[src/rtl/pu_msp430_clock_switch_ctrl_pkg.sv]
// Shared types for the MSP430 clock-switch sequencer.
package pu_msp430_clock_switch_ctrl_pkg;

  typedef enum logic [1:0] {
    IDLE,
    WAKE,
    SWITCH
  } clk_sw_state_t;

endpackage

[src/rtl/pu_msp430_clock_switch_ctrl_if.sv]
// Request handshake and clock-mux control signals of the clock-switch sequencer.
interface pu_msp430_clock_switch_ctrl_if;
  logic req_valid;
  logic req_sel;
  logic req_ready;
  logic osc1_stable;
  logic osc1_en;
  logic mux_sel;
  logic cur_sel;
  logic busy;
  logic done;
  logic err;

  modport master (
    output req_valid, req_sel, osc1_stable,
    input  req_ready, osc1_en, mux_sel, cur_sel, busy, done, err
  );

  modport slave (
    input  req_valid, req_sel, osc1_stable,
    output req_ready, osc1_en, mux_sel, cur_sel, busy, done, err
  );
endinterface

[src/rtl/pu_msp430_clock_switch_ctrl.sv]
// Drives the glitch-free clock mux select from mclk: wakes osc1, flips mux_sel, waits for
// the mux handover to settle, and falls back to source 0 when osc1 is lost.
module pu_msp430_clock_switch_ctrl
  import pu_msp430_clock_switch_ctrl_pkg::*;
#(
  parameter int unsigned OSC_WAKE_CYCLES = 64,
  parameter int unsigned SWITCH_CYCLES   = 8,
  parameter int unsigned TIMEOUT_CYCLES  = 1024
) (
  input logic                            mclk,
  input logic                            puc_rst,
  pu_msp430_clock_switch_ctrl_if.slave   sw
);

  localparam int unsigned CNT_W = $clog2(TIMEOUT_CYCLES + 1);

  clk_sw_state_t    state_q;
  logic [CNT_W-1:0] cnt_q;
  logic             osc1_en_q;
  logic             mux_sel_q;
  logic             cur_sel_q;
  logic             busy_q;
  logic             done_q;
  logic             err_q;
  logic             loss;
  logic [CNT_W-1:0] cnt_inc;

  assign loss          = cur_sel_q & ~sw.osc1_stable;
  assign sw.req_ready  = (state_q == IDLE) & ~loss;
  // Saturating so a long stay in one state never wraps the counter.
  assign cnt_inc       = (cnt_q == {CNT_W{1'b1}}) ? cnt_q : cnt_q + 1'b1;

  always_ff @(posedge mclk) begin
    if (puc_rst) begin
      state_q   <= IDLE;
      cnt_q     <= '0;
      osc1_en_q <= 1'b0;
      mux_sel_q <= 1'b0;
      cur_sel_q <= 1'b0;
      busy_q    <= 1'b0;
      done_q    <= 1'b0;
      err_q     <= 1'b0;
    end else begin
      done_q <= 1'b0;
      err_q  <= 1'b0;
      unique case (state_q)
        IDLE: begin
          // Oscillator loss takes priority over any request in the same cycle.
          if (loss) begin
            state_q   <= SWITCH;
            mux_sel_q <= 1'b0;
            cnt_q     <= '0;
            busy_q    <= 1'b1;
            err_q     <= 1'b1;
          end else if (sw.req_valid) begin
            if (sw.req_sel == cur_sel_q) begin
              done_q <= 1'b1;
            end else if (sw.req_sel) begin
              state_q   <= WAKE;
              osc1_en_q <= 1'b1;
              cnt_q     <= '0;
              busy_q    <= 1'b1;
            end else begin
              state_q   <= SWITCH;
              mux_sel_q <= 1'b0;
              cnt_q     <= '0;
              busy_q    <= 1'b1;
            end
          end
        end
        WAKE: begin
          if ((cnt_q >= CNT_W'(OSC_WAKE_CYCLES - 1)) && sw.osc1_stable) begin
            state_q   <= SWITCH;
            mux_sel_q <= 1'b1;
            cnt_q     <= '0;
          end else if (cnt_q == CNT_W'(TIMEOUT_CYCLES - 1)) begin
            state_q   <= IDLE;
            osc1_en_q <= 1'b0;
            busy_q    <= 1'b0;
            err_q     <= 1'b1;
          end else begin
            cnt_q <= cnt_inc;
          end
        end
        SWITCH: begin
          if (cnt_q == CNT_W'(SWITCH_CYCLES - 1)) begin
            state_q   <= IDLE;
            cur_sel_q <= mux_sel_q;
            busy_q    <= 1'b0;
            done_q    <= 1'b1;
            if (!mux_sel_q) begin
              osc1_en_q <= 1'b0;
            end
          end else begin
            cnt_q <= cnt_inc;
          end
        end
        default: begin
          state_q <= IDLE;
          busy_q  <= 1'b0;
        end
      endcase
    end
  end

  assign sw.osc1_en = osc1_en_q;
  assign sw.mux_sel = mux_sel_q;
  assign sw.cur_sel = cur_sel_q;
  assign sw.busy    = busy_q;
  assign sw.done    = done_q;
  assign sw.err     = err_q;

endmodule

[src/flat_wrapper.sv]
// flat-port wrapper written by rule: the top's interface ports become plain ports
module pu_msp430_clock_switch_ctrl_flat import pu_msp430_clock_switch_ctrl_pkg::*;
#(
  parameter int unsigned OSC_WAKE_CYCLES = 64,
  parameter int unsigned SWITCH_CYCLES   = 8,
  parameter int unsigned TIMEOUT_CYCLES  = 1024
)
  (mclk, puc_rst, sw_req_valid, sw_req_sel, sw_osc1_stable, sw_req_ready, sw_osc1_en, sw_mux_sel, sw_cur_sel, sw_busy, sw_done, sw_err);
  pu_msp430_clock_switch_ctrl_if sw_i ();
  input logic mclk;
  input logic puc_rst;
  input wire logic [$bits(sw_i.req_valid)-1:0] sw_req_valid;
  input wire logic [$bits(sw_i.req_sel)-1:0] sw_req_sel;
  input wire logic [$bits(sw_i.osc1_stable)-1:0] sw_osc1_stable;
  output wire logic [$bits(sw_i.req_ready)-1:0] sw_req_ready;
  output wire logic [$bits(sw_i.osc1_en)-1:0] sw_osc1_en;
  output wire logic [$bits(sw_i.mux_sel)-1:0] sw_mux_sel;
  output wire logic [$bits(sw_i.cur_sel)-1:0] sw_cur_sel;
  output wire logic [$bits(sw_i.busy)-1:0] sw_busy;
  output wire logic [$bits(sw_i.done)-1:0] sw_done;
  output wire logic [$bits(sw_i.err)-1:0] sw_err;
  assign sw_i.req_valid = sw_req_valid;
  assign sw_i.req_sel = sw_req_sel;
  assign sw_i.osc1_stable = sw_osc1_stable;
  assign sw_req_ready = sw_i.req_ready;
  assign sw_osc1_en = sw_i.osc1_en;
  assign sw_mux_sel = sw_i.mux_sel;
  assign sw_cur_sel = sw_i.cur_sel;
  assign sw_busy = sw_i.busy;
  assign sw_done = sw_i.done;
  assign sw_err = sw_i.err;
  pu_msp430_clock_switch_ctrl #(.OSC_WAKE_CYCLES(OSC_WAKE_CYCLES), .SWITCH_CYCLES(SWITCH_CYCLES), .TIMEOUT_CYCLES(TIMEOUT_CYCLES)) u_core (.mclk(mclk), .puc_rst(puc_rst), .sw(sw_i));
endmodule
[config.mk]
export PLATFORM = sky130hd
export DESIGN_NAME = pu_msp430_clock_switch_ctrl_flat
export DESIGN_NICKNAME = d
export VERILOG_FILES = /design/src/rtl/pu_msp430_clock_switch_ctrl_pkg.sv /design/src/rtl/pu_msp430_clock_switch_ctrl_if.sv /design/src/rtl/pu_msp430_clock_switch_ctrl.sv /design/src/flat_wrapper.sv
export SDC_FILE = /design/constraint.sdc
export NUM_CORES = 1
export LEC_CHECK = 0
export CAP_MARGIN = 10
export CELL_PAD_IN_SITES_DETAIL_PLACEMENT = 1
export CELL_PAD_IN_SITES_GLOBAL_PLACEMENT = 2
export CORE_UTILIZATION = 29
export CTS_BUF_LIST = sky130_fd_sc_hd__clkbuf_2 sky130_fd_sc_hd__clkbuf_4 sky130_fd_sc_hd__clkbuf_8
export CTS_CLUSTER_SIZE = 24
export DETAILED_ROUTE_END_ITERATION = 16
export GPL_TIMING_DRIVEN = 1
export PLACE_DENSITY = 0.78
export SLEW_MARGIN = 40
export SYNTH_ARGS = -nofsm -noshare
export SYNTH_HDL_FRONTEND = slang
export SYNTH_SLANG_ARGS = --single-unit
[constraint.sdc]
create_clock -name mclk -period 3.2 [get_ports mclk]
set_input_delay 0.32 -clock mclk [delete_from_list [all_inputs] [get_ports mclk]]
set_output_delay 0.32 -clock mclk [all_outputs]
set_load 0.02 [all_outputs]
# Yosys cells after proc, flatten, opt, wreduce, memory -nomap -nowiden
# Index checks and enable logic that the tools add are counted.
# W data, S select, Z words.
[word_totals]
elab_cells = 90
reg_bits = 19
input_bits = 5
out_inout_bits = 7
[op_classes]
n_eq_ne = 21
n_reduce_logical = 10
n_bitwise = 4
mux = 45
n_addsub = 1
magnitude_cmp = 1
[ops]
columns = ["operator", "count"]
rows = [
  ["$mux W11", 7],
  ["$pmux W11 S3", 1],
  ["$mux W1", 24],
  ["$reduce_and A5 Y1", 3],
  ["$mux W2", 7],
  ["$ne A2 B2 Y1 const B", 7],
  ["$ne A3 B2 Y1 const B", 4],
  ["$add A11 B1 Y11 const B", 1],
  ["$eq A11 B10 Y1 const B", 1],
  ["$eq A11 B11 Y1 const B", 1],
  ["$eq A11 B3 Y1 const B", 1],
  ["$ge A11 B6 Y1 const B", 1],
  ["$reduce_and A9 Y1", 1],
  ["$ne A2 B1 Y1 const B", 3],
  ["$pmux W1 S2", 3],
  ["$pmux W1 S3", 2],
  ["$pmux W2 S3", 1],
  ["$reduce_and A4 Y1", 1],
  ["$ne A3 B1 Y1 const B", 1],
  ["$reduce_bool A3 Y1", 1],
  ["$and A1 B1 Y1", 2],
  ["$eq A2 B1 Y1 const B", 1],
  ["$eq A2 B2 Y1 const B", 1],
  ["$logic_not A2 Y1", 1],
  ["other kinds (5)", 6],
]

# Longest topological paths before layout
# Gate-level depths: netlist of the first run.
[logic_depth]
word_depth = 5
mapped_depth = 9
depth_no_buf = 8

# Worst setup path after synthesis of the first run
# OpenSTA, ideal clock, no wires.
[synth_path]
path_type = "register -> register"
startpoint = "register u_core.cnt_q[6]"
endpoint = "register u_core.osc1_en_q, in the netlist u_core.sw.osc1_en"
path_buffers = 0
t_required_ps = 3079
arrival_time_ps = 2106
path_slack_ps = 973
setup_ps = 121
stages_incl_launch_ff = 7
synth_period_minus_slack_ps = 2227
cell_sequence = "dfxtp_1 or4_4 or4_4 o21ai_0 nand2_1 a211oi_1 mux2_2"
[synth_between]
elab_chain_cells = 4
elab_cells_between_ends = 8
cone_classes = "order compare (1); eq/ne (5); reduce/logical (2)"
[synth_lines]
columns = ["element", "line", "rtl"]
rows = [
  ["start, declared", "pu_msp430_clock_switch_ctrl.sv:18", "logic [CNT_W-1:0] cnt_q;"],
  ["start signal, assigned", "pu_msp430_clock_switch_ctrl.sv:82", "cnt_q <= cnt_inc;"],
  ["start signal, assigned", "pu_msp430_clock_switch_ctrl.sv:95", "cnt_q <= cnt_inc;"],
  ["$ge A11 B6 Y1", "pu_msp430_clock_switch_ctrl.sv:72", "if ((cnt_q >= CNT_W'(OSC_WAKE_CYCLES - 1)) && sw.osc1_stable) begin"],
  ["$logic_and A1 B1 Y1", "pu_msp430_clock_switch_ctrl.sv:72", ""],
  ["$ne A2 B2 Y1 (no source line)", "-", ""],
  ["$reduce_and A9 Y1 (no source line) *", "-", ""],
  ["end signal, assigned", "pu_msp430_clock_switch_ctrl.sv:60", "osc1_en_q <= 1'b1;"],
  ["end signal, assigned", "pu_msp430_clock_switch_ctrl.sv:78", "osc1_en_q <= 1'b0;"],
  ["end signal, assigned", "pu_msp430_clock_switch_ctrl.sv:92", "osc1_en_q <= 1'b0;"],
  ["end, declared", "pu_msp430_clock_switch_ctrl.sv:19", "logic osc1_en_q;"],
]
# Every way passes the cells marked *; elsewhere a longest branch is shown, timed or not.
# A chain may end at the register's enable or synchronous reset.

# Worst setup path in the final report of the first run
[layout_path]
startpoint = "register u_core.cnt_q[6]"
endpoint = "register u_core.cnt_q[8]"
[layout_between]
elab_chain_cells = 5
elab_cells_between_ends = 14
cone_classes = "add/sub (1); order compare (1); eq/ne (5); mux (5); reduce/logical (2)"
[layout_lines]
columns = ["element", "line", "rtl"]
rows = [
  ["$add A11 B1 Y11 / $eq A11 B11 Y1 (equally long branches)", "pu_msp430_clock_switch_ctrl.sv:31", "assign cnt_inc = (cnt_q == {CNT_W{1'b1}}) ? cnt_q : cnt_q + 1'b1;"],
  ["$mux W11", "pu_msp430_clock_switch_ctrl.sv:31", ""],
  ["$mux W11", "pu_msp430_clock_switch_ctrl.sv:76", "end else if (cnt_q == CNT_W'(TIMEOUT_CYCLES - 1)) begin"],
  ["$mux W11", "pu_msp430_clock_switch_ctrl.sv:72", ""],
  ["$pmux W11 S3", "pu_msp430_clock_switch_ctrl.sv:46", "unique case (state_q)"],
]
# Parallel ways exist; a longest one is shown, timed or not. The select of a mux whose other input is x is not followed.

==> out/results.txt, run 1 <==
Status: complete, no violations
Share of layout cells above drive strength 1: 0.1012
Metal-1 WL: 1.631 mm
CP Class: reg -> reg
Setup repair after global routing missed its margin: false
WL met3: 88 um
Routed WL per cell: 15.33 um
Finished Layout Cells: 218
Core area: 4029 um^2
CTS clock-pin slew for the worst setup and hold paths: 70 ps
Relative slew slack: 0.5162
H-tree Lvls: 1
Clk pwr share: 0.206
Site Rows: 23
YS warnings: 0
Drt total wl: 3.342 mm
Clk sinks: 19
Arr. time, crit path: 2790 ps
TritonCTS clock tree: built
Post-Syn Nets: 166
# IOs: 12
Vias per cell: 5.509
Max Slew Vio Count: 0
Final Cycle Share: 0.8220
Power Total: 0.8719 mW
Detailed router's first-iteration violation count: 29
Hold Crit Start: u_core.sw.busy
Vias in the first global route: 1197
Layout net count: 179
Flop pwr share: 0.333
GPL Wtd Cong: 0.7693
Diodes inserted: 0
Final setup violation count: 0
Max IR drop VDD: 0.1449 mV
Resized Gates After CTS: 0
Worst min-delay path class: reg -> reg
Sw frac: 0.3881
Avg Cell Area, Syn: 7.852 um^2
Die Ht: 66.99 um
Buffers on Ports: 11
Routed length on met2: 1.572 mm
Die Width: 66.99 um
Minimum clock period: 2631 ps
Most common cell after layout, fill and taps aside: dfxtp_1
Synthesized area: 1225 um^2
Top Metal Used: met4
Power Density: 605.4 nW/um^2
Initial antenna violation count: 0
Fmax: 380.2 MHz
Die area: 4488 um^2
First-pass GRT wire length: 5.651 mm
Largest net degree at the start of global routing: 16
Max cap viols: 0
ANT nets after route: 0
Slew @ Worst Pin: 723.5 ps
Num CTS Buffers: 3
Critical path startpoint category: register
Crit. Startpoint: u_core.cnt_q[6]
Vias: 1201
Hpwl dp: 2.542 mm
Placed cells: 214
Clock latency on the worst-skew pair: 260 ps
Clock Tree Buf Depth: 2
Flops & latches, synth: 19
Crit. End Element: register
Comb pwr share: 0.462
Synth cell types: 40
GR Overflow Total: 0
Place WS: 419.7 ps
Initial DRT Pass Iterations: 4
Net switching power: 0.3384 mW
Worst reg2reg path startpoint: u_core.cnt_q[6]
WP data required: 3360 ps
Post-CTS setup buffers: 0
Final hold vios: 0
Final hold slack: 499.9 ps
Tot GR Track Use: 0.1685
DRC: 0
Initial Utilization: 0.3040
Most frequent cells in the layout: 19 x dfxtp_1, 18 x nand2_1, 12 x o21ai_0
Synth Instances: 156
Static Leakage: 0.4820 nW
Clock root buffer: clkbuf_8
Fillers: 495
CP max FO: 12
Sequential area share after synthesis: 0.3105
Sum Neg Setup Slack: 0 ps
Clk_skew: 4.240 ps
Internal Pwr Total: 0.5335 mW
Post-CTS Hold Buffers: 0
Layout area overhead: 17.57%
Final worst slack: 569.5 ps
[synth_stat cells]
cell type,n,area (um^2)
dfxtp_1,19,380.4
nand2_1,18,67.56
o21ai_0,12,60.06
nor2_1,11,41.29
a21oi_1,8,40.04
inv_1,8,30.03
nand3_1,6,30.03
nand4_1,6,37.54
a211oi_1,5,37.54
a21boi_0,5,37.54
ha_1,5,62.56
a21o_1,4,30.03
nor2b_1,4,25.02
nor4_1,4,25.02
and2_1,3,18.77
clkbuf_1,3,11.26
mux2i_1,3,30.03
nor3_1,3,15.01
a31o_2,2,17.52
a31oi_1,2,12.51
buf_2,2,10.01
nand2b_1,2,12.51
or3_1,2,12.51
or4_4,2,22.52
xnor2_1,2,17.52
a211o_2,1,10.01
a21oi_2,1,8.760
a221oi_2,1,15.01
a311oi_1,1,8.760
a41oi_1,1,8.760
and3_1,1,6.260
and4_1,1,8.760
mux2_2,1,11.26
mux2_4,1,15.01
nand3b_1,1,7.510
nand4b_1,1,8.760
nor2_2,1,6.260
o31ai_1,1,7.510
or3b_2,1,8.760
xor2_1,1,8.760
[state kept, by name, summed over array words and instances, names as in the netlist]
name	cells
u_core.state_q	2
u_core.sw.mux_sel	1
u_core.sw.busy	1
u_core.sw.osc1_en	1
u_core.cnt_q	11
u_core.sw.cur_sel	1
u_core.sw.err	1
u_core.sw.done	1
[cell type report]
class,count,area [um^2],area share
flip-flops and latches,19,380.4,0.2641
well taps,50,62.56,0.04344
clock buffers,4,48.80,0.03388
inverters,8,30.03,0.02085
multi-input cells,124,793.3,0.5508
repair buffers,13,125.1,0.08688
[routing by layer]
metal,global-route usage,vias up
li1,-,591
met1,0.2098,588
met2,0.2879,17
met3,0.02568,5
met4,0.06383,0
met5,0,-
[worst paths after layout]
kind,end,slack (ps),depth (start not counted)
setup reg to reg,u_core.cnt_q[8],570,6
hold / removal,u_core.sw.busy,500,2
hold reg to reg,u_core.sw.busy,500,2
setup / recovery,u_core.cnt_q[8],570,6
[power by group through the flow]
| stage | Sequential (mW) | Combinational (mW) | Clock (mW) |
|---|---|---|---|
| after global placement | 0.293 | 0.393 | 0 |
| after CTS | 0.290 | 0.407 | 0.191 |
| after detailed placement | 0.296 | 0.405 | 0 |
| after global routing | 0.294 | 0.451 | 0.199 |
| final | 0.290 | 0.403 | 0.179 |
| after floorplan | 0.306 | 0.265 | 0 |
[per-stage QoR]
stage / util / instance area, um^2
final: 0.3575 / 1440
after global routing: 0.3575 / 1440
after detailed placement: 0.3453 / 1391
after CTS: 0.3575 / 1440
after floorplan: - / 1225
after global placement: 0.3453 / 1391
[worst max-delay path, stage by stage (launching register included)]
cell	delay, ps
dfxtp_1	360
or4_4	580
nor4_1	550
nor3_1	230
and2_1	350
a31o_2	310
and3_1	150
[cell families (layout without fill, tap and decap cells)]
family / Yosys count / after routing / share of synthesized area
buf+inv: 13 / 25 / 0.04188
flops: 19 / 19 / 0.3105
compound gates: 44 / 44 / 0.2401
mux: 5 / 5 / 0.04596
fa+ha+maj: 5 / 5 / 0.05107
simple gates: 67 / 67 / 0.2891
xor+xnor: 3 / 3 / 0.02145
Power figures use the tool's default switching activity.
==> inputs of run 2 (changes only) <==
PLACE_DENSITY = 0.81   (was 0.78)
clock period = 2.18 ns   (was 3.2 ns; I/O delays follow)
==> run 2 against run 1 <==
Compared with the run above: the flow now finishes with violations (setup timing); non-clock buffer count grew 31; total power increased by 71%; cell area grew 22%; die area unchanged; worst hold slack improved by 20 ps; via count rose by 12%; sequential power increased by 44%; critical path type unchanged; critical endpoint is now u_core.state_q[0]; largest cell class unchanged; largest power group unchanged.
==> out/results.txt, run 2 (synthesized netlist as in run 1, its figures left out) <==
Num CTS Buffers: 3 (unchanged)
Top reg by flops: u_core.cnt_q
Final Cycle Share: 1.008 (+0.1856)
Vias: 1342 (+12%)
FF-to-FF setup slack: -20 ps (-590 ps)
Arr. time, crit path: 2400 ps (-390 ps)
Layout area overhead: 43.51%
Max FFs per register: 11 (unchanged)
Hpwl dp: 3.075 mm (+21%)
Max cap viols: 0 (unchanged)
Minimum clock period: 2197 ps (-434.0 ps)
Failing checks: setup timing
ANT nets after route: 0 (unchanged)
Buffers on Ports: 11 (unchanged)
Initial DRT Pass Iterations: 4 (unchanged)
Most frequent cells in the layout: 33 x buf_4, 17 x nand2_1, 17 x dfxtp_1
Largest net degree at the start of global routing: 12 (-4)
CP Class: reg -> reg
Setup repair after global routing missed its margin: true
Final hold vios: 0 (unchanged)
Die area: 4488 um^2 (unchanged)
Place WS: -50.81 ps (-470.5 ps)
Layout net count: 210 (+17%)
Clk sinks: 19 (unchanged)
Static Leakage: 0.6730 nW (+40%)
Die Width: 66.99 um (unchanged)
Slew @ Worst Pin: 607.3 ps (-116.2 ps)
Clock latency on the worst-skew pair: 260 ps (about the same)
Sequential Area: 382.9 um^2 (+0.66%)
Worst min-delay path class: reg -> reg
Clock root buffer: clkbuf_8
Fmax: 455.3 MHz (+20%)
Vias per cell: 5.390 (-2.2%)
Die Ht: 66.99 um (unchanged)
Final worst slack: -16.56 ps (-586.0 ps)
Clock Tree Buf Depth: 2 (unchanged)
R2R depth: 6 (unchanged)
Detailed router's first-iteration violation count: 18 (-38%)
WP data required: 2380 ps (-980 ps)
GR Overflow Total: 0 (unchanged)
Initial Utilization: 0.3040 (unchanged)
Fin area: 1758 um^2 (+22%)
Drt total wl: 4.008 mm (+20%)
Routed WL per cell: 16.10 um (+5.0%)
# IOs: 12 (unchanged)
Multi-input gate area in the final layout: 878.3 um^2 (+11%)
Biggest regs: u_core.cnt_q: 11 flops, u_core.state_q: 2 flops
Clk_skew: 3.800 ps (-0.4394 ps)
Core area: 4029 um^2 (unchanged)
Hold endpoint: u_core.sw.busy
Hold path depth: 2 (unchanged)
Tot GR Track Use: 0.1911 (+0.02258)
Reg2reg end: u_core.state_q[0]
Critical path startpoint category: register
Initial antenna violation count: 0 (unchanged)
Crit. End Element: register
Power Density: 849.8 nW/um^2 (+40%)
CP max FO: 4 (-8)
Share of layout cells above drive strength 1: 0.3065 (+0.2053)
DRC: 0 (unchanged)
Relative slew slack: 0.5938 (+0.07768)
First-pass GRT wire length: 6.389 mm (+13%)
Site Rows: 23 (unchanged)
Cell Area, Placed: 1629 um^2 (+17%)
Most common cell after layout, fill and taps aside: buf_4
TritonCTS clock tree: built
CTS clock-pin slew for the worst setup and hold paths: 80 ps (about the same)
Fillers: 494 (-0.20%)
Hold Crit Start: u_core.sw.busy
Max Slew Vio Count: 0 (unchanged)
Diodes inserted: 0 (unchanged)
Worst reg2reg path startpoint: u_core.cnt_q[6]
H-tree Lvls: 1 (unchanged)
GPL Wtd Cong: 0.7989 (+3.8%)
Max IR drop VDD: 0.4209 mV (+190%)
Final setup violation count: 1 (+1)
Status: finished, violations left
Power Total: 1.494 mW (+71%)
Vias in the first global route: 1350 (+13%)
==> run 2: final cells by class <==
cell class | count | area share
Multi-Input combinational cell | 124 | 0.4996
Tap cell | 50 | 0.03559
Sequential cell | 19 | 0.2178
Timing Repair Buffer | 44 | 0.2036
Inverter | 8 | 0.01708
Clock inverter | 1 | 0.002847
Clock buffer | 3 | 0.02349
==> run 2: how the worst max path moves through the flow <==
| stage | from | slack, ps | endpoint |
|---|---|---|---|
| 2_1_floorplan | u_core.cnt_q[2] | 20 | u_core.state_q[0] |
| 3_3_place_gp | u_core.cnt_q[9] | -9 | u_core.sw.osc1_en |
| 3_5_place_dp | u_core.cnt_q[9] | -50 | u_core.sw.osc1_en |
| 4_1_cts | u_core.cnt_q[7] | -9 | u_core.state_q[0] |
| 5_1_grt | u_core.cnt_q[6] | -60 | u_core.state_q[0] |
| 6_report | u_core.cnt_q[6] | -20 | u_core.state_q[0] |
==> run 2: worst max-delay path: stages, from the launching register on <==
cell and delay [ps]:
dfxtp_2 320, or4_4 580, or4_4 450, a21o_1 200, a31o_4 220, mux2_4 300
nor2_2 70
==> run 2: what timing repair did <==
| item | 4_1_cts | 5_1_grt |
|---|---|---|
| cloned | 0 | 0 |
| setup endpoints to repair | 8 | 13 |
| pin swaps | 2 | 2 |
| gates resized for setup | 6 | 15 |
| hold buffers | 0 | 0 |
| setup buffers | 0 | 1 |
==> run 2: through the flow <==
step	instances	util	hold WS, ps	TNS (ps)
global route	249	0.4363	558.4	-220.8
CTS	248	0.4221	520.1	-9.302
floorplan	156	-	276.8	0
detailed placement	244	0.4043	500.8	-201.5
finish	249	0.4363	519.5	-16.56
global placement	244	0.4043	479.2	-9.447
==> run 2: per-layer routing <==
metal	GRT usage	up-vias	part of all wire
met1	0.2640	666	0.48
met5	0	-	0
met2	0.3068	10	0.49
met3	0.02055	5	0.013
met4	0.05851	0	0.010
li1	-	661	-
==> run 2: where the power goes <==
| group | internal, mW | leakage [nW] | switching [mW] |
|---|---|---|---|
| clock | 0.127 | 0.0255 | 0.128 |
| combinational | 0.397 | 0.492 | 0.425 |
| sequential | 0.390 | 0.155 | 0.0264 |
==> inputs of run 3 (changes only) <==
SKIP_LAST_GASP = 1   (was unset)
==> run 3 against run 2 <==
Compared with the run above: the flow still finishes with violations (setup timing); first-iteration DRC count up 56%; sequential power about the same; die area unchanged; clock power about the same; critical path depth stayed put; largest cell class unchanged.
==> out/results.txt, run 3 (synthesized netlist as in run 1, its figures left out) <==
Slowest cell on crit path: or4_4
Clock root buffer: clkbuf_8
Hold Crit Start: u_core.sw.busy
Fin area: 1750 um^2 (-0.43%)
Power Total: 1.476 mW (-1.2%)
Detailed router's first-iteration violation count: 28 (+10)
Layout net count: 210 (unchanged)
Relative slew slack: 0.6007 (+0.006808)
WP data required: 2380 ps (about the same)
Worst reg2reg path startpoint: u_core.cnt_q[6]
Power Density: 843.0 nW/um^2 (-0.80%)
Biggest regs: u_core.cnt_q: 11 flops, u_core.state_q: 2 flops
CP max FO: 4 (unchanged)
Tot GR Track Use: 0.1904 (-0.0007130)
Clk_skew: 3.441 ps (-0.3596 ps)
Core area: 4029 um^2 (unchanged)
Status: finished, violations left
H-tree Lvls: 1 (unchanged)
Post-CTS Hold Buffers: 0 (unchanged)
Hold path depth: 2 (unchanged)
Arr. time, crit path: 2400 ps (about the same)
Max FFs per register: 11 (unchanged)
FF-to-FF setup slack: -20 ps (about the same)
Top reg by flops: u_core.cnt_q
CP Class: reg -> reg
Fmax: 454.7 MHz (-0.13%)
Critical path startpoint category: register
Routed length on met2: 1.967 mm (-0.61%)
TritonCTS clock tree: built
First-pass GRT wire length: 6.361 mm (-0.44%)
Initial antenna violation count: 0 (unchanged)
Layout area overhead: 42.90%
R2R depth: 6 (unchanged)
Num CTS Buffers: 3 (unchanged)
ANT nets after route: 0 (unchanged)
Site Rows: 23 (unchanged)
Slew @ Worst Pin: 597.1 ps (-10.18 ps)
Clk sinks: 19 (unchanged)
Finished Core Util: 0.4345 (-0.001863)
Failing checks: setup timing
Top Metal Used: met4
Routed WL per cell: 16.04 um (-0.35%)
CP peak stage delay: 580 ps (about the same)
Crit path cell chain: or4_4, or4_4, a21o_1, a31o_4, mux2_4, nor2_2
Fillers: 495 (+0.20%)
Hpwl dp: 3.075 mm (unchanged)
Buffers on Ports: 11 (unchanged)
CP bufs+invs: 0 (unchanged)
GR Overflow Total: 0 (unchanged)
Die area: 4488 um^2 (unchanged)
Crit. Startpoint: u_core.cnt_q[6]
Final hold vios: 0 (unchanged)
Sequential Area: 382.9 um^2 (unchanged)
Die Width: 66.99 um (unchanged)
Minimum clock period: 2199 ps (+2.927 ps)
Vias: 1345 (+0.22%)
Most used cell, CP: or4_4
Reg2reg end: u_core.state_q[0]
Multi-input gate area in the final layout: 870.8 um^2 (-0.85%)
Static Leakage: 0.6678 nW (-0.77%)
Vias per cell: 5.402 (+0.22%)
Delay-heaviest family, CP: simple AND/OR/NAND/NOR gates
Initial DRT Pass Iterations: 4 (unchanged)
Max Slew Vio Count: 0 (unchanged)
Cell Area, Placed: 1629 um^2 (unchanged)
CTS clock-pin slew for the worst setup and hold paths: 80 ps (about the same)
Hold endpoint: u_core.sw.busy
Largest net degree at the start of global routing: 12 (unchanged)
Final Cycle Share: 1.009 (+0.001342)
Diodes inserted: 0 (unchanged)
Most common cell after layout, fill and taps aside: buf_4
Metal-1 WL: 1.927 mm (-0.31%)
Final worst slack: -19.49 ps (-2.927 ps)
DRC: 0 (unchanged)
Max cap viols: 0 (unchanged)
Worst min-delay path class: reg -> reg
Clock Tree Buf Depth: 2 (unchanged)
Vias in the first global route: 1348 (-0.15%)
Initial Utilization: 0.3040 (unchanged)
Most frequent cells in the layout: 33 x buf_4, 18 x nand2_1, 17 x dfxtp_1
WL met3: 57 um (+5.6%)
Final setup violation count: 1 (unchanged)
Max IR drop VDD: 0.4206 mV (about the same)
GPL Wtd Cong: 0.7989 (unchanged)
Drt total wl: 3.994 mm (-0.35%)
Clock latency on the worst-skew pair: 260 ps (about the same)
Share of layout cells above drive strength 1: 0.3015 (-0.005025)
Crit. End Element: register
Setup repair after global routing missed its margin: true
# IOs: 12 (unchanged)
Die Ht: 66.99 um (unchanged)
[run 3: cell counts in the layout (fill, tap and decap cells not counted)]
No cell type changed its count.
[run 3: metal layers]
metal | vias up | global-route usage
li1 | 659 | -
met1 | 673 | 0.2620
met2 | 8 | 0.3068
met3 | 5 | 0.02055
met4 | 0 | 0.05851
met5 | - | 0
[run 3: stage by stage]
| stage | hold WS (ps) | TNS [ps] | worst slack [ps] | std cells |
|---|---|---|---|---|
| 3_5_place_dp | 500.8 | -201.5 | -50.81 | 244 |
| 3_3_place_gp | 479.2 | -9.447 | -9.447 | 244 |
| 4_1_cts | 520.1 | -26.65 | -26.65 | 248 |
| 6_report | 519.7 | -19.49 | -19.49 | 249 |
| 5_1_grt | 558.4 | -323.8 | -76.38 | 249 |
| 2_1_floorplan | 276.8 | 0 | 21.64 | 156 |
[run 3: power by group]
part / internal [mW] / switching, mW / leakage [nW] / total, mW
sequential: 0.390 / 0.0261 / 0.155 / 0.416
clock: 0.127 / 0.127 / 0.0255 / 0.255
combinational: 0.385 / 0.420 / 0.487 / 0.805
total: 0.903 / 0.573 / 0.668 / 1.48
[run 3: what timing repair did]
item                       in CTS  in global routing
setup buffers                   0                  1
resized for setup               5                 13
setup endpoints to repair       8                 13
pin swaps                       2                  2
[run 3: worst reg2reg max path, delay by kind of cell, from the launching register on]
| family | cells | cell delay, ps |
|---|---|---|
| flops | 1 | 320 |
| mux | 1 | 300 |
| compound gates | 2 | 420 |
| simple gates | 3 | 1100 |
[run 3: final cells by class]
type | count | area share
repair buffers | 44 | 0.2044
well taps | 50 | 0.03574
clock inverters | 1 | 0.002859
multi-input cells | 124 | 0.4975
flip-flops and latches | 19 | 0.2187
clock buffers | 3 | 0.02359
inverters | 8 | 0.01716
[run 3: how the worst max path moves through the flow]
stage                              to  slack (ps)  depth (start not counted)
global placement    u_core.sw.osc1_en          -9                          7
global route          u_core.cnt_q[1]         -80                          8
floorplan           u_core.state_q[0]          20                          6
finish              u_core.state_q[0]         -20                          6
detailed placement  u_core.sw.osc1_en         -50                          7
CTS                 u_core.state_q[0]         -30                          6
